## config.mk

```make
export PLATFORM = sky130hd
export DESIGN_NAME = branch_target_buffer
export DESIGN_NICKNAME = d
export VERILOG_FILES = /design/src/rtl/branch_target_buffer.sv
export SDC_FILE = /design/constraint.sdc
export NUM_CORES = 1
export LEC_CHECK = 0
export ABC_AREA = 1
export CAP_MARGIN = 0
export CORE_ASPECT_RATIO = 1.25
export CORE_UTILIZATION = 40
export DETAILED_ROUTE_END_ITERATION = 8
export PLACE_DENSITY_LB_ADDON = 0.05
export REMOVE_ABC_BUFFERS = 1
export SKIP_CTS_REPAIR_TIMING = 1
export SYNTH_ARGS = -nofsm -noshare
export SYNTH_HDL_FRONTEND = slang
export SYNTH_SLANG_ARGS = --single-unit
```

## constraint.sdc

```tcl
create_clock -name clk -period 5.8 [get_ports clk]
set_clock_uncertainty 0.15 [all_clocks]
set_input_delay 1.16 -clock clk [delete_from_list [all_inputs] [get_ports clk]]
set_output_delay 1.16 -clock clk [all_outputs]
set_load 0.02 [all_outputs]
```

## src/rtl/branch_target_buffer.sv

```systemverilog
`default_nettype none
// ============================================================================
//  Module      : branch_target_buffer
//  Description : Direct-mapped branch target buffer for the IF stage.
//                Combinational lookup on the fetch PC, training from the EX
//                stage, and saturating branch statistics counters.
//  Revision    : 1.0 - initial release
// ============================================================================
module branch_target_buffer #(
    parameter int IDX_BITS = 3,
    parameter int CNT_BITS = 16
) (
    input  logic                clk,
    input  logic                rst,
    input  logic [31:0]         PCF,
    input  logic [31:0]         PCE,
    input  logic [31:0]         BrNPC,
    input  logic                BranchE,
    input  logic [2:0]          BranchTypeE,
    output logic                BTBhit,
    output logic [31:0]         PredictedPC,
    output logic [CNT_BITS-1:0] BranchCnt,
    output logic [CNT_BITS-1:0] TakenCnt,
    output logic [CNT_BITS-1:0] CorrectTgtCnt
);

    localparam int                  c_ENTRIES  = 1 << IDX_BITS;
    localparam int                  c_TAG_BITS = 30 - IDX_BITS;
    localparam logic [CNT_BITS-1:0] c_CNT_MAX  = {CNT_BITS{1'b1}};

    // Table storage: only the valid bits are reset; tag/target are
    // meaningless while their valid bit is clear.
    logic [c_ENTRIES-1:0]  r_valid;
    logic [c_TAG_BITS-1:0] r_tag    [c_ENTRIES];
    logic [31:0]           r_target [c_ENTRIES];

    logic [CNT_BITS-1:0]   r_branch_cnt;
    logic [CNT_BITS-1:0]   r_taken_cnt;
    logic [CNT_BITS-1:0]   r_correct_cnt;

    logic [IDX_BITS-1:0]   w_idx_f;
    logic [IDX_BITS-1:0]   w_idx_e;
    logic [c_TAG_BITS-1:0] w_tag_f;
    logic [c_TAG_BITS-1:0] w_tag_e;
    logic                  w_hit_f;
    logic                  w_hit_e;
    logic [31:0]           w_target_e;
    logic                  w_correct_e;
    logic                  w_unused;

    // PC[1:0] is a byte offset within the instruction word and never matters.
    assign w_unused = ^{PCF[1:0], PCE[1:0]};

    assign w_idx_f = PCF[IDX_BITS+1:2];
    assign w_tag_f = PCF[31:IDX_BITS+2];
    assign w_idx_e = PCE[IDX_BITS+1:2];
    assign w_tag_e = PCE[31:IDX_BITS+2];

    // Fetch-side lookup; held quiet while reset is asserted.
    always_comb begin
        w_hit_f     = 1'b0;
        PredictedPC = 32'h0;
        if (!rst && r_valid[w_idx_f] && (r_tag[w_idx_f] == w_tag_f)) begin
            w_hit_f     = 1'b1;
            PredictedPC = r_target[w_idx_f];
        end
    end

    assign BTBhit = w_hit_f;

    // EX-side probe of pre-write contents, used only for target-accuracy stats.
    always_comb begin
        w_hit_e    = r_valid[w_idx_e] && (r_tag[w_idx_e] == w_tag_e);
        w_target_e = r_target[w_idx_e];
    end

    assign w_correct_e = BranchE && w_hit_e && (w_target_e == BrNPC);

    // Table update: a taken resolution always (re)allocates its entry.
    always_ff @(posedge clk) begin
        if (rst) begin
            r_valid <= '0;
        end else if (BranchE) begin
            r_valid[w_idx_e]  <= 1'b1;
            r_tag[w_idx_e]    <= w_tag_e;
            r_target[w_idx_e] <= BrNPC;
        end
    end

    // Saturating statistics counters; they stick at all-ones.
    always_ff @(posedge clk) begin
        if (rst) begin
            r_branch_cnt  <= '0;
            r_taken_cnt   <= '0;
            r_correct_cnt <= '0;
        end else begin
            if ((BranchTypeE != 3'd0) && (r_branch_cnt != c_CNT_MAX)) begin
                r_branch_cnt <= r_branch_cnt + 1'b1;
            end
            if (BranchE && (r_taken_cnt != c_CNT_MAX)) begin
                r_taken_cnt <= r_taken_cnt + 1'b1;
            end
            if (w_correct_e && (r_correct_cnt != c_CNT_MAX)) begin
                r_correct_cnt <= r_correct_cnt + 1'b1;
            end
        end
    end

    assign BranchCnt     = r_branch_cnt;
    assign TakenCnt      = r_taken_cnt;
    assign CorrectTgtCnt = r_correct_cnt;

endmodule
`default_nettype wire

```

======== Yosys cells after proc, flatten, opt, wreduce, memory -nomap -nowiden ========
Memory sizes are Yosys's and may differ from the RTL's.
Index checks and enable logic that the tools add are counted.
word-level totals
  register bits after elaboration ......... 56
  bits in latches ......................... 0
  memory bits (writable) .................. 472
  bits in read-only memories .............. 0
  input bits .............................. 102
  output and inout port bits .............. 81
  logic and storage cells ................. 41
  memories kept ........................... 2
memories
  memory    depth  bits a word  read ports  clocked after memory_dff  write ports  line  RTL
  r_target  8      32           2           0                         1            35    logic [31:0] r_target [c_ENTRIES];
  r_tag     8      27           2           0                         1            34    logic [c_TAG_BITS-1:0] r_tag [c_ENTRIES];
cells by class
  $add $sub $neg .......................... 3
  multiply operators ...................... 0
  div/mod/pow operators ................... 0
  magnitude comparators ................... 3
  equality and inequality tests ........... 6
  shift operators ......................... 0
  multiplexer cells ....................... 11
  bitwise logic cells ..................... 1
  reduce and logical (&&, ||, !) cells .... 11
operator list
  kind                                                 number
  == test 27 bit                                       2
  adder 16 x 1 -> 16 bit, second input constant        3
  != test 16 bit, second input constant                3
  == test 32 bit                                       1
  2-to-1 mux 32 bit                                    1
  logical AND 1 bit                                    9
  < comparator 3 x 4 -> 1 bit, second input constant   2
  bitwise OR 8 bit                                     1
  2-to-1 mux 1 bit                                     7
  binary-select mux 1 bit (select 3 bit)               2
  demux 1 bit (select 3 bit)                           1
  >= comparator 3 x 1 -> 1 bit, second input constant  1
  nonzero test 3 bit                                   1
  logical NOT 1 bit                                    1

======== Longest topological paths before layout ========
Gate-level depths: netlist of run 1.
  depth in word-level cells ............... 6
  gate-level depth with buffers ........... 20
  depth with buffers taken out ............ 18

======== Worst setup path after synthesis of run 1 ========
OpenSTA, ideal clock, no wires.
  path kind ............................... in2reg
  start point ............................. in PCE[2]
  end point ............................... mem r_tag[0][0] (netlist name), enable pin
  setup time .............................. 0.476 ns
  data arrival time ....................... 4.263 ns
  required time ........................... 5.174 ns
  setup slack ............................. 0.911 ns
  stages .................................. 5
  path buffers ............................ 2
  cell sequence ........................... inv_2 buf_2 clkbuf_1 nand2_1 nor2_1
RTL lines
  what                line  RTL
  start: declaration  16    input logic [31:0] PCE,
  end: declaration    34
No word-level cell before the write port.

======== Worst setup path after layout of run 1 ========
  start point ............................. in PCF[3]
  end point ............................... out PredictedPC[26]
on the way
  cells in the longest elaborated chain, start to end .. 5
  elaborated cells between the ends (all ways) .. 8
  those cells by class .................... eq/ne: 1; mux: 3; reduce/logical: 2; memory: 2
RTL lines
  what                                                         line  RTL
  start: declaration                                           15    input logic [31:0] PCF,
  branches (longest 4 deep; another with memory (8 x 27 bit))  n/a
  2-to-1 mux 32 bit (*)                                        63    if (!rst && r_valid[w_idx_f] && (r_tag[w_idx_f] == w_tag_f)) begin
  end: declaration                                             21    output logic [31:0] PredictedPC,
Every way passes the cells marked *. The select of a mux whose other input is x is not followed.

==> results of run 1 <==
==> flip-flops by register name, summed over array words and instances (netlist names) <==
signal,flops
BranchCnt,16
CorrectTgtCnt,16
TakenCnt,16
r_tag,216
r_target,256
r_valid,8
==> area by class of cell <==
class,count,share of cell area [%]
flip-flops and latches,528,45.7
multi-input cells,2198,30.2
repair buffers,283,9.03
inverters,566,6.40
clock buffers,74,4.58
well taps,935,3.50
clock inverters,33,0.583
diodes,2,0.0150
==> worst max-delay path by stage <==
stage	startpoint	end	slack (ns)
after floorplan	PCE[2]	r_tag[0][0]	-0.57
after global placement	PCF[2]	PredictedPC[29]	-0.02
after detailed placement	PCF[2]	PredictedPC[14]	-0.10
after CTS	PCF[2]	PredictedPC[14]	-0.10
after global routing	PCF[2]	PredictedPC[15]	0.004
final	PCF[3]	PredictedPC[26]	0.14
==> metrics by stage <==
stage / util, % / cells / cell area [µm²] / power [mW] / setup slack [ns]
2_1_floorplan: - / 3292 / 27400 / 4.83 / -0.572
3_3_place_gp: 45.5 / 4510 / 31700 / 5.34 / -0.0235
3_5_place_dp: 45.5 / 4510 / 31700 / 5.36 / -0.102
4_1_cts: 48.0 / 4617 / 33400 / 8.84 / -0.101
5_1_grt: 48.1 / 4619 / 33500 / 9.08 / 0.00368
6_report: 48.1 / 4619 / 33500 / 8.77 / 0.138
==> logic make-up (layout without fill, tap and decap cells) <==
logic type,count (synthesis),count (layout),share of synthesized area [%]
AO/OA/AOI/OAI,654,654,12.6
XOR/XNOR,15,15,0.465
adder cells (fa/ha/maj),3,3,0.133
buffers and inverters,748,956,10.4
flip-flops,528,528,54.2
other,0,2,0
AND/OR/NAND/NOR,1526,1526,22.2
==> power by group <==
group / total (mW) / switching, mW / internal [mW] / leakage (nW)
Combinational: 1.04 / 0.697 / 0.340 / 8.75
Sequential: 4.25 / 0.0293 / 4.22 / 4.72
Clock: 3.48 / 1.55 / 1.94 / 0.842
Total: 8.77 / 2.27 / 6.49 / 14.3
==> metal layers <==
metal	wire length (µm)	share of wire, %	track usage (%)	up-vias
met5	47	0.050	0	-
met4	2950	3.2	8.85	8
met3	5560	5.9	3.17	165
met2	44400	47	43.3	806
met1	40600	43	35.3	11500
li1	-	-	-	11800
==> worst max-delay path, delay by kind of cell <==
kind	cells	cell delay, ns
buffers and inverters	6	1.82
and+or+nand+nor	6	0.92
xor gates and xnor gates	1	0.25
AOI/OAI and AO/OA	2	0.15
==> placed cells by master, fill, tap and decap left out, drive strengths merged, types with 2 or more instances in the layout <==
master	n
a21oi	245
a221oi	26
a31oi	26
and2	2
buf	109
bufinv	2
clkbuf	75
clkdlybuf4s50	152
clkinv	29
dfxtp	56
diode	2
dlymetal6s2s	21
edfxtp	472
ha	3
inv	567
nand2	897
nand3	274
nand3b	2
nand4	23
nor2	259
nor3	52
nor3b	2
nor4	7
o211ai	28
o21a	5
o21ai	291
o21bai	19
o22ai	8
or2	8
xnor2	5
xor2	10
==> key figures, run 1 <==
Synth
  • Share of flip-flops with an asynchronous set or reset: 0%
  • Synth area leaders: edfxtp_1 50%, nand2_1 12%, inv_1 7.4%
  • Number of synthesized flops with an enable pin: 472
  • Synth cell types: 40
  • Cell taking the most area after synthesis: edfxtp_1
  • Area share of the largest cell type after synthesis: 50.2%
  • Synth Flop Type: edfxtp_1
  • Top-count cell post-synth: nand2_1
  • Avg Cell Area, Syn: 8.13 µm²
  • #FFs+latches synth: 528
  • Post-synthesis cell count: 3474
  • Syn. warnings: 0
  • Sequential share of the synthesized area: 54.2%
  • Mapped cell area: 0.0282 mm²
  • Top cells by count, synth: 896 x nand2_1, 559 x inv_1, 472 x edfxtp_1, 279 x o21ai_0, 274 x nand3_1

Clocking
  • Insertion delay to the later sink of the worst-skew pair: 0.63 ns
  • H-tree levels: 2
  • Clk sinks: 528
  • Cts bufs inserted: 58
  • CTS root buffer: clkbuf_16
  • CTS tree: done
  • CTS clk-pin slew, worst paths: 0.06 ns
  • Clk buf depth: 3

Placed design
  • Routability congestion estimate: 0.863
  • HPWL after detailed placement: 58.4 mm
  • Port Buffers: 178

Timing
  • Min cycle time layout: 5.66 ns
  • Unrepaired setup endpoints after global routing: false
  • Max Fclk: 177 MHz
  • Setup TNS: 0 ns
  • Max_slew headroom: 48.8%
  • Hold Violations, Final: 0
  • Hold WS: 0.338 ns
  • Slew Limit Fails: 0
  • Period utilization: 97.6%
  • Finish-stage setup viols: 0
  • Worst-Margin Slew: 0.767 ns

Routing
  • Vias per std cell: 5.26
  • DRT antenna net count: 0
  • Drt drc: 0
  • Wire per inst: 20.3 µm
  • Vias: 24300
  • Initial DRC count: 1797
  • Total Wirelength: 93.5 mm
  • First drt pass iteration count: 6

Global routing
  • Initial antenna violation count: 6
  • Largest net degree at the start of global routing: 122
  • GR Util All Layers: 26.1%
  • Vias in the first global route: 23600
  • Congestion Overflow GR: 0
  • First-pass GRT wire length: 141 mm

Finish
  • Filler Cells Inserted: 6676
  • Register area: 0.0153 mm²
  • Layout cell share with drive strength beyond 1: 5.84%
  • Multi-input gate area: 0.0101 mm²
  • Area growth, synth to finish: 18.5%
  • Nets: 3740

Worst hold path
  • Hold endpoint: TakenCnt[8]
  • Worst Hold Class: reg2reg
  • WHS Path Cells: 2
  • Hold path start: TakenCnt[8]

Worst setup path
  • CP Capture Type: output port
  • Slowest stage cell, crit path: clkdlybuf4s50_1
  • CP Max Fanout: 13
  • Crit start category: primary input
  • FF-to-FF Start: r_target[2][6]
  • Most frequent CP cell: buf_4
  • Setup slack, reg-to-reg: 2.75 ns
  • Worst-path cell chain: buf_4 -> inv_4 -> buf_4 -> a21oi_1 -> o21ai_0 -> nand3_1 -> nand2_1 -> xor2_1 -> nand2_1 -> nor3_2 -> buf_4 -> nand3b_1 -> buf_4 -> nor3_1 -> clkdlybuf4s50_1
  • Crit-path max cell delay: 0.64 ns
  • WP data required: 4.49 ns
  • Worst R2R End: CorrectTgtCnt[0]
  • Arr. time, crit path: 4.35 ns
  • Kind of critical path: in2out
  • Worst-case reg-to-reg path depth: 14

Status
  • Status: finished clean

Pwr
  • Leakage: 14.3 nW
  • PD cells: 262 mW/mm²
  • Peak supply drop: 0.000272 V

Floorplan
  • Die width: 240 µm
  • Die area: 0.0716 mm²
  • Die height: 299 µm
  • Num rows: 108
  • Core ar.: 0.0696 mm²
  • IO Count: 183
  • Initial Util: 40.6%

Job
  • Max cap viols: 0
(Power assumes the default switching activity.)
==> run 2: changes to the inputs <==
--- a/config.mk
+++ b/config.mk
@@ -10,6 +10,7 @@
 export CORE_ASPECT_RATIO = 1.25
 export CORE_UTILIZATION = 40
 export DETAILED_ROUTE_END_ITERATION = 8
+export MAX_ROUTING_LAYER = met4
 export PLACE_DENSITY_LB_ADDON = 0.05
 export REMOVE_ABC_BUFFERS = 1
 export SKIP_CTS_REPAIR_TIMING = 1
==> run 2 against run 1 <==
  * Global-route usage rose by 0.79 points
  * Die area did not move
  * Via count barely moved
  * Flip-flop and latch count did not move
  * Wire length rose by 0.17%
  * Combinational power barely moved
  * Critical path depth did not move
  * Clock-buffer cell count did not move
  * Utilization barely moved
  * Fmax fell by 0.28%
  * First-iteration DRC count rose by 4.5%
  * Clock power barely moved
==> key figures, run 2 (same netlist as run 1, synthesis figures left out) <==
Status
  • Status: finished clean

Timing
  • Finish-stage setup viols: 0 (unchanged)
  • Period utilization: 97.9% (+0.27 points)
  • Max_slew headroom: 48.4% (-0.39 points)
  • PnR worst setup slack: 0.122 ns (-0.0159 ns)
  • Hold Violations, Final: 0 (unchanged)
  • Hold WS: 0.339 ns (+0.000683 ns)
  • Worst-Margin Slew: 0.773 ns (+0.00580 ns)
  • Unrepaired setup endpoints after global routing: false
  • Min cycle time layout: 5.68 ns (+0.0159 ns)
  • Slew Limit Fails: 0 (unchanged)
  • Max Fclk: 176 MHz (-0.28%)

Global routing
  • First-pass GRT wire length: 141 mm (about the same)
  • Vias in the first global route: 23600 (-0.15%)
  • Initial antenna violation count: 7 (+1)
  • Congestion Overflow GR: 0 (unchanged)
  • Largest net degree at the start of global routing: 122 (unchanged)
  • GR Util All Layers: 26.9% (+0.79 points)

Placed design
  • Port Buffers: 178 (unchanged)
  • HPWL after detailed placement: 58.4 mm (unchanged)
  • Dpl cell area: 0.0317 mm² (unchanged)
  • Pre-CTS WS: -0.102 ns (unchanged)
  • Routability congestion estimate: 0.877 (+1.6%)

Floorplan
  • Die height: 299 µm (unchanged)
  • IO Count: 183 (unchanged)
  • Initial Util: 40.6% (unchanged)
  • Die area: 0.0716 mm² (unchanged)
  • Core ar.: 0.0696 mm² (unchanged)
  • Die width: 240 µm (unchanged)
  • Num rows: 108 (unchanged)

Clocking
  • CTS clk-pin slew, worst paths: 0.06 ns (about the same)
  • Insertion delay to the later sink of the worst-skew pair: 0.62 ns (about the same)
  • Clk sinks: 528 (unchanged)
  • CTS root buffer: clkbuf_16
  • Cts bufs inserted: 58 (unchanged)
  • H-tree levels: 2 (unchanged)
  • Clk buf depth: 3 (unchanged)
  • CTS tree: done

Worst setup path
  • Kind of critical path: in2out
  • WP data required: 4.49 ns (about the same)
  • Crit start category: primary input
  • Arr. time, crit path: 4.37 ns (+0.02 ns)
  • CP Max Fanout: 13 (unchanged)
  • CP Capture Type: output port

Finish
  • Largest register FFs: 256 (unchanged)
  • Biggest regs: r_target (256), r_tag (216)
  • Design area: 0.0335 mm² (about the same)
  • Commonest non-fill, non-tap cell in the layout: nand2_1
  • Layout cell share with drive strength beyond 1: 5.84% (unchanged)
  • Nets: 3740 (unchanged)
  • Most frequent cells in the layout: 896 x nand2_1, 557 x inv_1, 472 x edfxtp_1
  • Top reg by flops: r_target
  • Area growth, synth to finish: 18.6% (about the same)

Pwr
  • Peak supply drop: 0.000270 V (-0.57%)
  • PD cells: 262 mW/mm² (-0.13%)
  • Leakage: 14.3 nW (about the same)

Routing
  • First drt pass iteration count: 7 (+1)
  • DRT antenna net count: 0 (unchanged)
  • Vias per std cell: 5.25 (-0.17%)
  • Initial DRC count: 1878 (+4.5%)
  • Vias: 24300 (-0.062%)
  • Wire per inst: 20.3 µm (about the same)
  • Total Wirelength: 93.7 mm (+0.17%)
  • Drt drc: 0 (unchanged)

Job
  • Max cap viols: 0 (unchanged)

Worst hold path
  • Worst Hold Class: reg2reg
==> run 2: cell types whose count changed in the layout (fill, tap and decap cells not counted) <==
| cell | previous run | this run |
|---|---|---|
| diode_2 | 2 | 7 |
==> run 2: through the flow <==
stage / setup TNS [ns] / instances / power (mW) / utilization [%]
after floorplan: -149.76 / 3292 / 4.83 / -
after global placement: -0.163 / 4510 / 5.34 / 45.5
after detailed placement: -1.37 / 4510 / 5.36 / 45.5
after CTS: -1.55 / 4617 / 8.84 / 48.0
after global routing: 0 / 4624 / 9.08 / 48.1
final: 0 / 4624 / 8.76 / 48.1
==> run 2: area by class of cell <==
class                           count  area (µm²)
Antenna cell                        7        17.5
Clock buffer                       74        1530
Clock inverter                     33         195
Fill cell                        6674       36100
Inverter                          566        2140
Multi-Input combinational cell   2198       10100
Sequential cell                   528       15300
Tap cell                          935        1170
Timing Repair Buffer              283        3020
==> run 2: worst max-delay path: stages <==
cell and delay, ns:
buf_4 0.27, inv_4 0.18, buf_4 0.24, a21oi_1 0.13, o21ai_0 0.11, nand3_1 0.08, nand2_1 0.06, xor2_1 0.24
nand2_1 0.12, nor3_2 0.24, buf_4 0.21, nand3b_1 0.18, buf_4 0.26, nor3_1 0.23, clkdlybuf4s50_1 0.64
==> run 2: report_power, final <==
group          total, mW  internal, mW  switching (mW)  leakage [nW]
clock network       3.48          1.94            1.54         0.842
logic               1.04         0.340           0.697          8.75
registers           4.25          4.22          0.0293          4.72
==> run 2: metal layers <==
metal / global-route usage [%] / wire length [µm]
met1: 35.4 / 40500
met2: 43.3 / 44800
met3: 3.01 / 5650
met4: 8.73 / 2770
met5: - / 0
==> run 2: final timing paths <==
| path | startpoint | endpoint | slack (ns) | cells after the start |
|---|---|---|---|---|
| min reg2reg | TakenCnt[8] | TakenCnt[8] | 0.34 | 2 |
| max | PCF[3] | PredictedPC[26] | 0.12 | 15 |
| max reg2reg | r_target[3][6] | CorrectTgtCnt[0] | 2.73 | 14 |
| min | TakenCnt[8] | TakenCnt[8] | 0.34 | 2 |
==> run 3: changes to the inputs <==
--- a/config.mk
+++ b/config.mk
@@ -10,6 +10,7 @@
 export CORE_ASPECT_RATIO = 1.25
 export CORE_UTILIZATION = 40
 export DETAILED_ROUTE_END_ITERATION = 8
+export GPL_TIMING_DRIVEN = 1
 export MAX_ROUTING_LAYER = met4
 export PLACE_DENSITY_LB_ADDON = 0.05
 export REMOVE_ABC_BUFFERS = 1
==> results of run 3 <==
Same layout as run 2: the final DEF is identical, and so are final timing and power.
